===== src/rtl/lram_fifo.sv =====
// First-word-fall-through FIFO: DEPTH-entry LUT-RAM (async read, sync write)
// feeding one output register; total capacity DEPTH+1 words.
module lram_fifo #(
   parameter int unsigned WIDTH = 8,
   parameter int unsigned DEPTH = 64,
   parameter int unsigned AW    = $clog2(DEPTH)
) (
   input  logic             clock,
   input  logic             reset,
   input  logic             clear,
   input  logic             in_valid,
   output logic             in_ready,
   input  logic [WIDTH-1:0] in_data,
   output logic             out_valid,
   input  logic             out_ready,
   output logic [WIDTH-1:0] out_data,
   output logic [AW:0]      count
);

   localparam logic [AW:0] FULL = (AW+1)'(DEPTH + 1);

   logic [WIDTH-1:0] mem [DEPTH];
   logic [AW-1:0]    wr_ptr;
   logic [AW-1:0]    rd_ptr;
   logic             push;
   logic             pop;
   logic             mem_empty;
   logic             or_load;
   logic             mem_rd;
   logic             bypass;
   logic             mem_wr;
   logic [AW:0]      count_nxt;

   assign push      = in_valid & in_ready;
   assign pop       = out_valid & out_ready;
   // words in LUT-RAM = count minus the one held in the output register
   assign mem_empty = (count == {{AW{1'b0}}, out_valid});
   assign or_load   = ~out_valid | out_ready;
   assign mem_rd    = or_load & ~mem_empty;
   assign bypass    = or_load & mem_empty & push;
   assign mem_wr    = push & ~bypass & ~clear;

   always_comb begin
      count_nxt = count + {{AW{1'b0}}, push} - {{AW{1'b0}}, pop};
   end

   // storage has no reset: stale entries are never exposed past out_valid
   always_ff @(posedge clock) begin
      if (mem_wr) begin
         mem[wr_ptr] <= in_data;
      end
   end

   always_ff @(posedge clock or negedge reset) begin
      if (!reset) begin
         wr_ptr    <= '0;
         rd_ptr    <= '0;
         out_valid <= 1'b0;
         out_data  <= '0;
         count     <= '0;
         in_ready  <= 1'b1;
      end else if (clear) begin
         wr_ptr    <= '0;
         rd_ptr    <= '0;
         out_valid <= 1'b0;
         count     <= '0;
         in_ready  <= 1'b1;
      end else begin
         if (mem_wr) begin
            wr_ptr <= wr_ptr + 1'b1;
         end
         if (mem_rd) begin
            rd_ptr <= rd_ptr + 1'b1;
         end
         if (or_load) begin
            out_valid <= mem_rd | bypass;
            if (mem_rd) begin
               out_data <= mem[rd_ptr];
            end else if (bypass) begin
               out_data <= in_data;
            end
         end
         count    <= count_nxt;
         in_ready <= (count_nxt != FULL);
      end
   end

endmodule

===== config.mk =====
export PLATFORM = sky130hd
export DESIGN_NAME = lram_fifo
export DESIGN_NICKNAME = d
export VERILOG_FILES = /design/src/rtl/lram_fifo.sv
export SDC_FILE = /design/constraint.sdc
export NUM_CORES = 1
export LEC_CHECK = 0
export ABC_CLOCK_PERIOD_IN_PS = 3710
export CORE_MARGIN = 3
export CORE_UTILIZATION = 62
export DETAILED_ROUTE_END_ITERATION = 6
export GPL_TIMING_DRIVEN = 0
export HOLD_SLACK_MARGIN = 0.1
export PLACE_DENSITY_LB_ADDON = 0.2
export SLEW_MARGIN = 20
export SYNTH_ARGS = -nofsm -noshare
export SYNTH_HDL_FRONTEND = slang
export SYNTH_SLANG_ARGS = --single-unit

===== constraint.sdc =====
create_clock -name clock -period 3.71 [get_ports clock]
set_clock_uncertainty 0.15 [all_clocks]
set_input_delay 0.742 -clock clock [delete_from_list [all_inputs] [get_ports clock]]
set_output_delay 0.742 -clock clock [all_outputs]
set_load 0.005 [all_outputs]

==> summary.md, run 1 <==
For this run, the leading register cell type out of synthesis is sky130_fd_sc_hd__edfxtp_1. The maximum achievable frequency is 268 MHz. Once the floorplan was initialized, standard cells occupied 63.7% of the core. The DRC violation count after routing is 0. The synthesized netlist net count was 1175; the clock slew seen by the registers of the worst setup and hold paths was 0.06 ns.

The proportion of register bits with asynchronous set or reset after synthesis was 5.36%. Each instance of the synthesized netlist takes up on average 18.8 um2. The die is 193 um wide.

The worst path uses 101% of the clock period. Number of library cell types mapped by synthesis: 52. The clock tree root driver cell was sky130_fd_sc_hd__clkbuf_16. The run finished, with violations left.

The initial antenna violation count was 0. Leaving out filler cells and counting taps, the final layout contains 1724. The count of antenna diodes in the layout is 0, and the register bit total from synthesis is 541. The worst setup path category is register to register. The floorplan has 67 rows. In this run, the number of DRC markers left after iteration 0 of detailed routing was 1647. The source-to-sink clock delay at the later pin of the worst-skew pair is 0.58 ns, and the final core utilization is 71.2%. Across every metal layer, demand over resource in global routing totals 29.6%. Synthesis handed over a netlist of 1150 instances.

In the final layout, the share of cells above drive strength 1 is 21.3%. The tools report the number of max-slew violations in the final report as 0. The minimum clock period works out to 3.73 ns.

The detailed-route vias per instance was 6.70. Entering global routing, the biggest net connects 66 pins. The growth of design area from synthesis to finish is 11.8%.

The kind of start point of the critical path was a register. The slack of the worst reg-to-reg path was -0.02 ns; the reported max-cap violation count was 0. The classification of the worst-slack hold path was register to register. In this run the standard cell core region covers 0.0340 mm2. Of all nets on the critical path, the largest fanout is 8.

The global placer's final weighted congestion is 0.966, and the tightest hold margin is 0.461 ns. The tools report the count of boundary I/O pins as 30. The logs give 1262 for the net count reported at finish and 0.00769 uW for the cell leakage power. The tools report the first-pass GRT wire length as 78000 um.

The aggregate negative setup slack came out at -0.239 ns. The first detailed-routing pass ran for 6 iterations. The floorplan step set the die height to 193 um.

Data arrives at the worst endpoint at 3.78 ns. The mapped cell area is 0.0216 mm2. The Yosys step of the flow raised 0 warnings. Wires add up to 52300 um.

The remaining antenna violation count came out at 0. The floorplan step defined a die boundary enclosing 0.0372 mm2. For this design, the sink count on the clock tree is 541.

Summed over all nets, the half-perimeter wirelength after detailed placement is 33300 um. Dividing total power by cell area gives a power density of 658 mW/mm2. Setup violations remaining at the end of the flow were counted as 24. The final worst-path setup slack came out at -0.0215 ns.

The final reports fail on setup timing. VDD sags by at most 0.490 mV. Port buffering added 29 buffers.

The count of flip-flops with a built-in enable after synthesis came out at 512. Setup repair after global routing could not meet its margin everywhere. The via total after detailed routing is 11551, and the transition at the pin with the smallest max-transition slack is 0.979 ns.

The sequential fraction of the synthesis area came out at 74.5%. The clock passes through at most 3 buffers. Global routing finished with a remaining overflow of 0. The final number of hold-violating endpoints was 0; the final routed wire length divided by cell count was 30.3 um. STA classifies the critical path endpoint as a register. The via count of the first global-routing pass was 11720.

For the cell count after placement, the log shows 1630. OpenSTA, run right after detailed placement, puts the worst setup slack at -0.203 ns. Depth of the CTS H-tree: 2. Headroom to the max-slew limit came out at 34.5%. The run gives 3.76 ns as the required arrival time at the worst endpoint. TritonCTS built the clock tree.

Buffers inserted during clock tree synthesis total 52.
[final cells by class]
type	count	area, um2
sequential	541	16100
fill	2065	9770
multi-input combinational	533	5110
clock buffer	65	1410
tap	448	561
buffer	64	373
timing repair buffer	33	335
clock inverter	28	243
inverter	12	45.0
[metal layers]
metal,wire [um],vias up,track usage (%)
met3,6030,118,6.68
met5,0,-,0
met4,1880,0,9.69
met2,24200,706,44.8
met1,20200,5895,43.8
li1,-,4832,-
[placed cells by master, fill, tap and decap left out, drive strengths merged, types with 2 or more instances in the layout]
master / n
nand4: 6
clkdlybuf4s50: 20
or3: 7
o211ai: 13
and3: 4
dfrtp: 28
nor2b: 10
o2111ai: 7
nor2: 118
or3b: 3
xnor2: 9
mux2i: 26
nand2: 32
nand3: 19
a31oi: 8
a21oi: 16
clkinv: 20
inv: 13
buf: 57
edfxtp: 512
a311o: 2
a22oi: 19
clkbuf: 84
nand2b: 10
o22ai: 14
o21ai: 8
ha: 11
mux4: 99
a221oi: 7
clkinvlp: 3
o221ai: 14
xor2: 6
and2: 4
nand3b: 3
a32oi: 5
mux2: 40
a21o: 2
bufinv: 4
[critical path: stages (launching register included)]
cell and delay (ns):
sky130_fd_sc_hd__dfrtp_1 0.38, sky130_fd_sc_hd__inv_1 0.08, sky130_fd_sc_hd__ha_1 0.21, sky130_fd_sc_hd__and2_0 0.18, sky130_fd_sc_hd__and3_1 0.18, sky130_fd_sc_hd__clkbuf_1 0.19
sky130_fd_sc_hd__a21o_1 0.24, sky130_fd_sc_hd__nor2_1 0.13, sky130_fd_sc_hd__nand3_1 0.69, sky130_fd_sc_hd__nor2_1 0.91
[stage by stage]
stage	instance area (um2)	total power [uW]
after floorplan	21600	9520
after global placement	22500	10800
after detailed placement	22500	10800
after CTS	24200	15900
after global routing	24200	16400
final	24200	15900
[sequential cells by signal, indices dropped and copies added (netlist names)]
| register | cells |
|---|---|
| mem | 512 |
| out_data | 8 |
| wr_ptr | 6 |
| in_ready | 1 |
| out_valid | 1 |
| count | 7 |
| rd_ptr | 6 |
[worst paths after layout]
path / start / endpoint / cells past startpoint
max in group asynchronous: reset / out_data[7]$_DFFE_PN0P_ / 2
hold reg to reg: wr_ptr[1]$_DFFE_PN0P_ / wr_ptr[1]$_DFFE_PN0P_ / 2
setup / recovery: count[4]$_DFF_PN0_ / mem[29][7]$_DFFE_PP_ / 9
min in group asynchronous: reset / wr_ptr[5]$_DFFE_PN0P_ / 2
setup reg to reg: count[4]$_DFF_PN0_ / mem[29][7]$_DFFE_PP_ / 9
hold / removal: wr_ptr[1]$_DFFE_PN0P_ / wr_ptr[1]$_DFFE_PN0P_ / 2
[where the power goes]
part           internal [uW]  switching (uW)
Combinational           1720            2160
Sequential              6800             102
Clock                   2960            2170
Total                  11500            4430
[cells in the mapped netlist (12+ instances only)]
cell type                    n  share of area [%]
sky130_fd_sc_hd__mux2i_1    26                1.2
sky130_fd_sc_hd__dfrtp_1    28                3.2
sky130_fd_sc_hd__a21oi_1    16               0.37
sky130_fd_sc_hd__buf_6      12               0.62
sky130_fd_sc_hd__nand2_1    32               0.56
sky130_fd_sc_hd__o22ai_1    14               0.41
sky130_fd_sc_hd__clkbuf_1   19               0.33
sky130_fd_sc_hd__o211ai_1   13               0.45
sky130_fd_sc_hd__nor2_1    118                2.0
sky130_fd_sc_hd__mux2_2     40                2.1
sky130_fd_sc_hd__a22oi_1    19               0.66
sky130_fd_sc_hd__o221ai_1   14               0.57
sky130_fd_sc_hd__nand3_1    19               0.44
sky130_fd_sc_hd__mux4_2     99                 10
sky130_fd_sc_hd__edfxtp_1  512                 71
sky130_fd_sc_hd__buf_2      22               0.51
[repair_timing]
item                                   CTS  global route
resized for setup                        0             2
hold buffers                             1             0
buffers inserted                         0             0
endpoints found under the hold margin   28             0
setup endpoints to repair                0            73
[logic make-up after synthesis]
logic type / count (synthesis) / share of synthesized area (%)
compound gates: 119 / 4.01
mux: 165 / 13.6
flops: 541 / 74.5
xor+xnor: 15 / 0.608
fa+ha+maj: 12 / 0.729
buf+inv: 76 / 1.93
simple gates: 222 / 4.66
Power figures use the tool's default switching activity.
==> run 2, diff against run 1 <==
CAP_MARGIN = 0   (was default)
==> results of run 2 <==
Same layout as run 1: the final DEF is identical, and so are final timing and power.
==> run 3, diff against run 2 <==
ABC_AREA = 1   (was default)
CORE_ASPECT_RATIO = 0.7   (was default)
SETUP_SLACK_MARGIN = 0.15   (was default)
==> summary.md, run 3 <==
The minimum clock period was 3.52 ns (-0.215 ns); the count of flip-flops with a built-in enable after synthesis was 512 (unchanged). The largest family of logic cells by synthesized area is simple AND/OR/NAND/NOR gates. After synthesis, the most frequently instantiated cells are 682 x sky130_fd_sc_hd__nand2_1, 512 x sky130_fd_sc_hd__edfxtp_1, 454 x sky130_fd_sc_hd__nand3_1. For the length of routed wiring on met1, the log shows 26300 um (+30%). The number of iterations in the first detailed-routing pass is 6 (unchanged).

The die boundary height was 166 um (-14%). The run finished with clean final reports. The initial core utilization is 64.2% (+0.50 points). The delay contributed by the slowest stage of the critical path is 1.00 ns (+0.09 ns). Critical register-to-register path endpoint: mem[54][2]$_DFFE_PP_. The global placer's final weighted congestion is 0.983 (+1.7%). Reported max-cap violation count: 0 (unchanged). The detailed-routed wire length on met3 is 10700 um (+78%). Leaving out fill and tap cells, the most frequent cells in the layout are 682 x sky130_fd_sc_hd__nand2_1, 512 x sky130_fd_sc_hd__edfxtp_1, 454 x sky130_fd_sc_hd__nand3_1.

For the first-pass GRT wire length, the log shows 98200 um (+26%). The run gives 3.56 ns (-0.22 ns) as the arrival time of the worst setup path. The min-delay analysis places its worst path in the category input pin to register. The total congestion overflow was 0 (unchanged). The tools report the iteration-0 DRC count of the detailed router as 2809 (+71%). The worst setup path is launched from an input pin.

The detailed-route vias per instance is 6.34 (-5.3%). The tools report the total global routing track utilization as 34.3% (+4.7 points). The max-slew headroom at the worst pin is 30.0% (-4.5 points). The final core utilization is 71.8% (+0.60 points), and the die extent in x is 235 um (+22%). The deepest clock path buffer count is 3 (unchanged). The power density normalized to cell area is 718 mW/mm2 (+9.2%), and the DRC violation count after routing is 0 (unchanged). Walking the worst path, the cells encountered are clkdlybuf4s50_1 -> nor2_2 -> inv_1 -> nand3_2 -> nand2_2 -> nor2_4 -> nand4_1 -> nor2_1. Among cell families on the critical path, the largest total delay comes from simple AND/OR/NAND/NOR gates. The tools report the number of sinks driven by the clock tree as 541 (unchanged). The worst hold path terminates at mem[17][0]$_DFFE_PP_. The run gives 57 (-15%) as the row count. Most common cell in the synthesized netlist: sky130_fd_sc_hd__nand2_1. The cell count along the critical path is 8 (-1).

The hold-critical path depth was 1 (-1). The gate count after technology mapping is 1986 (+73%). The register bank with the most flops is mem. The area fraction in and, or, nand and nor cells after synthesis is 23.5% (+19 points), and the sum of met2 wire segment lengths after detailed routing is 28400 um (+17%). The mux cell area share after synthesis works out to 0% (-14 points). The growth of design area from synthesis to finish was 11.9% (about the same); the synthesized netlist net count was 2011 (+71%).

The worst min-delay path startpoint is in_data[0]. The slowest stage cell on the critical path was sky130_fd_sc_hd__nor2_1. The logs give 0.0390 mm2 (+4.9%) for the full die area and 0.22 ns (+0.24 ns) for the slack of the worst reg-to-reg path.

The number of flip-flops under the largest register name was 512 (unchanged); the number of max-slew violations in the final report was 0 (unchanged). Among all flip-flop cells after synthesis, the most frequent one is sky130_fd_sc_hd__edfxtp_1. The mean area per synthesized cell is 11.4 um2 (-39%), and the ratio of cells with drive above 1 in the final layout is 9.71% (-12 points).

The maximum fanout along the worst path came out at 8 (unchanged). The highest ir drop seen on vdd is 0.455 mV (-7.1%), and the clock slew seen by the registers of the worst setup and hold paths is 0.07 ns (about the same). Register bit total from synthesis: 541 (unchanged). The tools report the via total after detailed routing as 16386 (+42%). The logs give 0.00937 uW (+22%) for the cell leakage power and 66 (unchanged) for the maximum number of pins on one net before global-route repair. TritonCTS built the clock tree. Biggest area consumer among synthesized cells: sky130_fd_sc_hd__edfxtp_1. Most common cell after layout, fill and taps aside: sky130_fd_sc_hd__nand2_1.

The run gives 67200 um (+29%) as the detailed-route wire length. The tools report the capturing element type of the critical path as a register. The number of buffers inserted by post-CTS setup repair is 0 (unchanged), and the worst setup slack after placement is -0.262 ns (-0.0589 ns).

The fraction of the mapped netlist area in compound gates came out at 0.678% (-3.3 points). The startpoint identified for the worst register-to-register timing path is count[5]$_DFF_PN0_. The run gives 0 (unchanged) as the initial antenna violation count.

Setup repair after global routing left no endpoint under its margin. The synthesized-area fraction occupied by adder cells was 0.694% (-0.035 points). The final number of hold-violating endpoints was 0 (unchanged).

CTS placed an instance of sky130_fd_sc_hd__clkbuf_16 at the clock tree root. Source-to-sink clock delay at the later pin of the worst-skew pair: 0.58 ns (about the same). The run gives 0.0354 mm2 (+4.2%) as the placeable core region. The number of synthesis warnings is 0 (unchanged). The run gives 49 (-5.8%) as the number of buffers created by CTS.

The count of boundary I/O pins is 30 (unchanged), and the maximum achievable frequency is 284 MHz (+6.1%). The required arrival time at the worst endpoint came out at 3.75 ns (about the same). Transition at the pin with the smallest max-transition slack: 1.05 ns (+0.0669 ns).

For the sequential fraction of the synthesis area, the log shows 70.9% (-3.5 points). The depth of the CTS H-tree was 2 (unchanged). The largest registers in the layout are mem x512, out_data x8, count x7. Count of antenna diodes in the layout: 0 (unchanged).

The xor and xnor area share after synthesis was 0.231% (-0.38 points). The proportion of register bits with asynchronous set or reset after synthesis was 5.36% (unchanged). The run gives 0 (unchanged) as the remaining antenna violation count.

The via count of the first global-routing pass is 15451 (+32%). The area fraction of the dominant cell type after synthesis is 67.7% (-3.4 points). The worst setup path is of the input pin to register kind.

After detailed routing, no signal wire sits above met4. The tightest hold margin is 0.323 ns (-0.138 ns). The buffers plus inverters on the worst setup path works out to 2 (unchanged). After synthesis, the cell types taking the most area are sky130_fd_sc_hd__edfxtp_1 68%, sky130_fd_sc_hd__nand2_1 11%, sky130_fd_sc_hd__nand3_1 10%. The net count reported at finish came out at 2097 (+66%). The sum of net half-perimeters after detailed placement is 45200 um (+36%). The number of library cell types mapped by synthesis came out at 36 (-31%). Total design power: 18200 uW (+15%).

The share of the clock period used by the worst path after layout works out to 94.8% (-5.8 points). The mapped cell area was 0.0227 mm2 (+5.0%). For the final worst-path setup slack, the log shows 0.194 ns (+0.215 ns). The count of buffers inserted at the top-level ports was 28 (-3.4%). The length in cells of the worst reg-to-reg path was 9 (unchanged).

For the final count of negative-setup-slack endpoints, the log shows 0 (-100%). Aggregate negative setup slack: 0 ns (+0.239 ns). The final routed wire length divided by cell count was 26.0 um (-14%).
[run 3: timing repair]
action,in CTS,in global routing
setup endpoints to repair,0,0
resized for setup,0,0
hold endpoints to repair,28,0
hold buffers,1,0
[run 3: layer usage]
metal | vias to the layer above | global-route usage, %
met5 | - | 0
met4 | 0 | 8.40
met1 | 7917 | 53.1
li1 | 7098 | -
met3 | 140 | 9.71
met2 | 1231 | 48.6
[run 3: final cells by class]
| class | instances | area, um2 |
|---|---|---|
| Buffer | 114 | 759 |
| Sequential cell | 541 | 16100 |
| Fill cell | 2385 | 9970 |
| Timing Repair Buffer | 35 | 392 |
| Multi-Input combinational cell | 1296 | 5710 |
| Inverter | 35 | 139 |
| Clock buffer | 55 | 1290 |
| Tap cell | 472 | 591 |
| Clock inverter | 35 | 418 |
[run 3: power breakdown]
group	total, uW	internal, uW	leakage [uW]	switching (uW)
combinational	5940	1800	0.00356	4140
sequential	6900	6800	0.00498	94.5
clock	5410	3140	0.000828	2260
[run 3: kinds of logic after synthesis]
family                   after synthesis
buffers and inverters                149
adder cells (fa/ha/maj)               12
AO/OA/AOI/OAI                         29
XOR/XNOR                               6
AND/OR/NAND/NOR                     1249
flip-flops                           541
[run 3: worst reg2reg max path, stage by stage, from the launching register on]
cell and delay [ns]:
sky130_fd_sc_hd__dfrtp_1 0.39, sky130_fd_sc_hd__inv_1 0.09, sky130_fd_sc_hd__ha_1 0.20, sky130_fd_sc_hd__nand2_1 0.06, sky130_fd_sc_hd__nor3_1 0.07, sky130_fd_sc_hd__nand3_2 0.10, sky130_fd_sc_hd__nand2_2 0.08, sky130_fd_sc_hd__nor2_4 0.18
sky130_fd_sc_hd__nand4_1 0.77, sky130_fd_sc_hd__nor2_1 1.02
[run 3: worst max-delay path by stage]
stage                                 to          startpoint  slack, ns
finish              mem[54][2]$_DFFE_PP_           out_ready       0.19
global placement    mem[38][4]$_DFFE_PP_          in_data[4]      -0.33
detailed placement  mem[54][4]$_DFFE_PP_           out_ready      -0.26
floorplan             in_ready$_DFF_PN1_            in_valid       0.98
global route        mem[54][3]$_DFFE_PP_  count[5]$_DFF_PN0_       0.15
CTS                 mem[54][4]$_DFFE_PP_           out_ready       0.30
[run 3: stage by stage]
stage          cells  area (um2)
2_1_floorplan   1986       22700
3_3_place_gp    2486       23600
3_5_place_dp    2492       23700
4_1_cts         2583       25400
5_1_grt         2583       25400
6_report        2583       25400
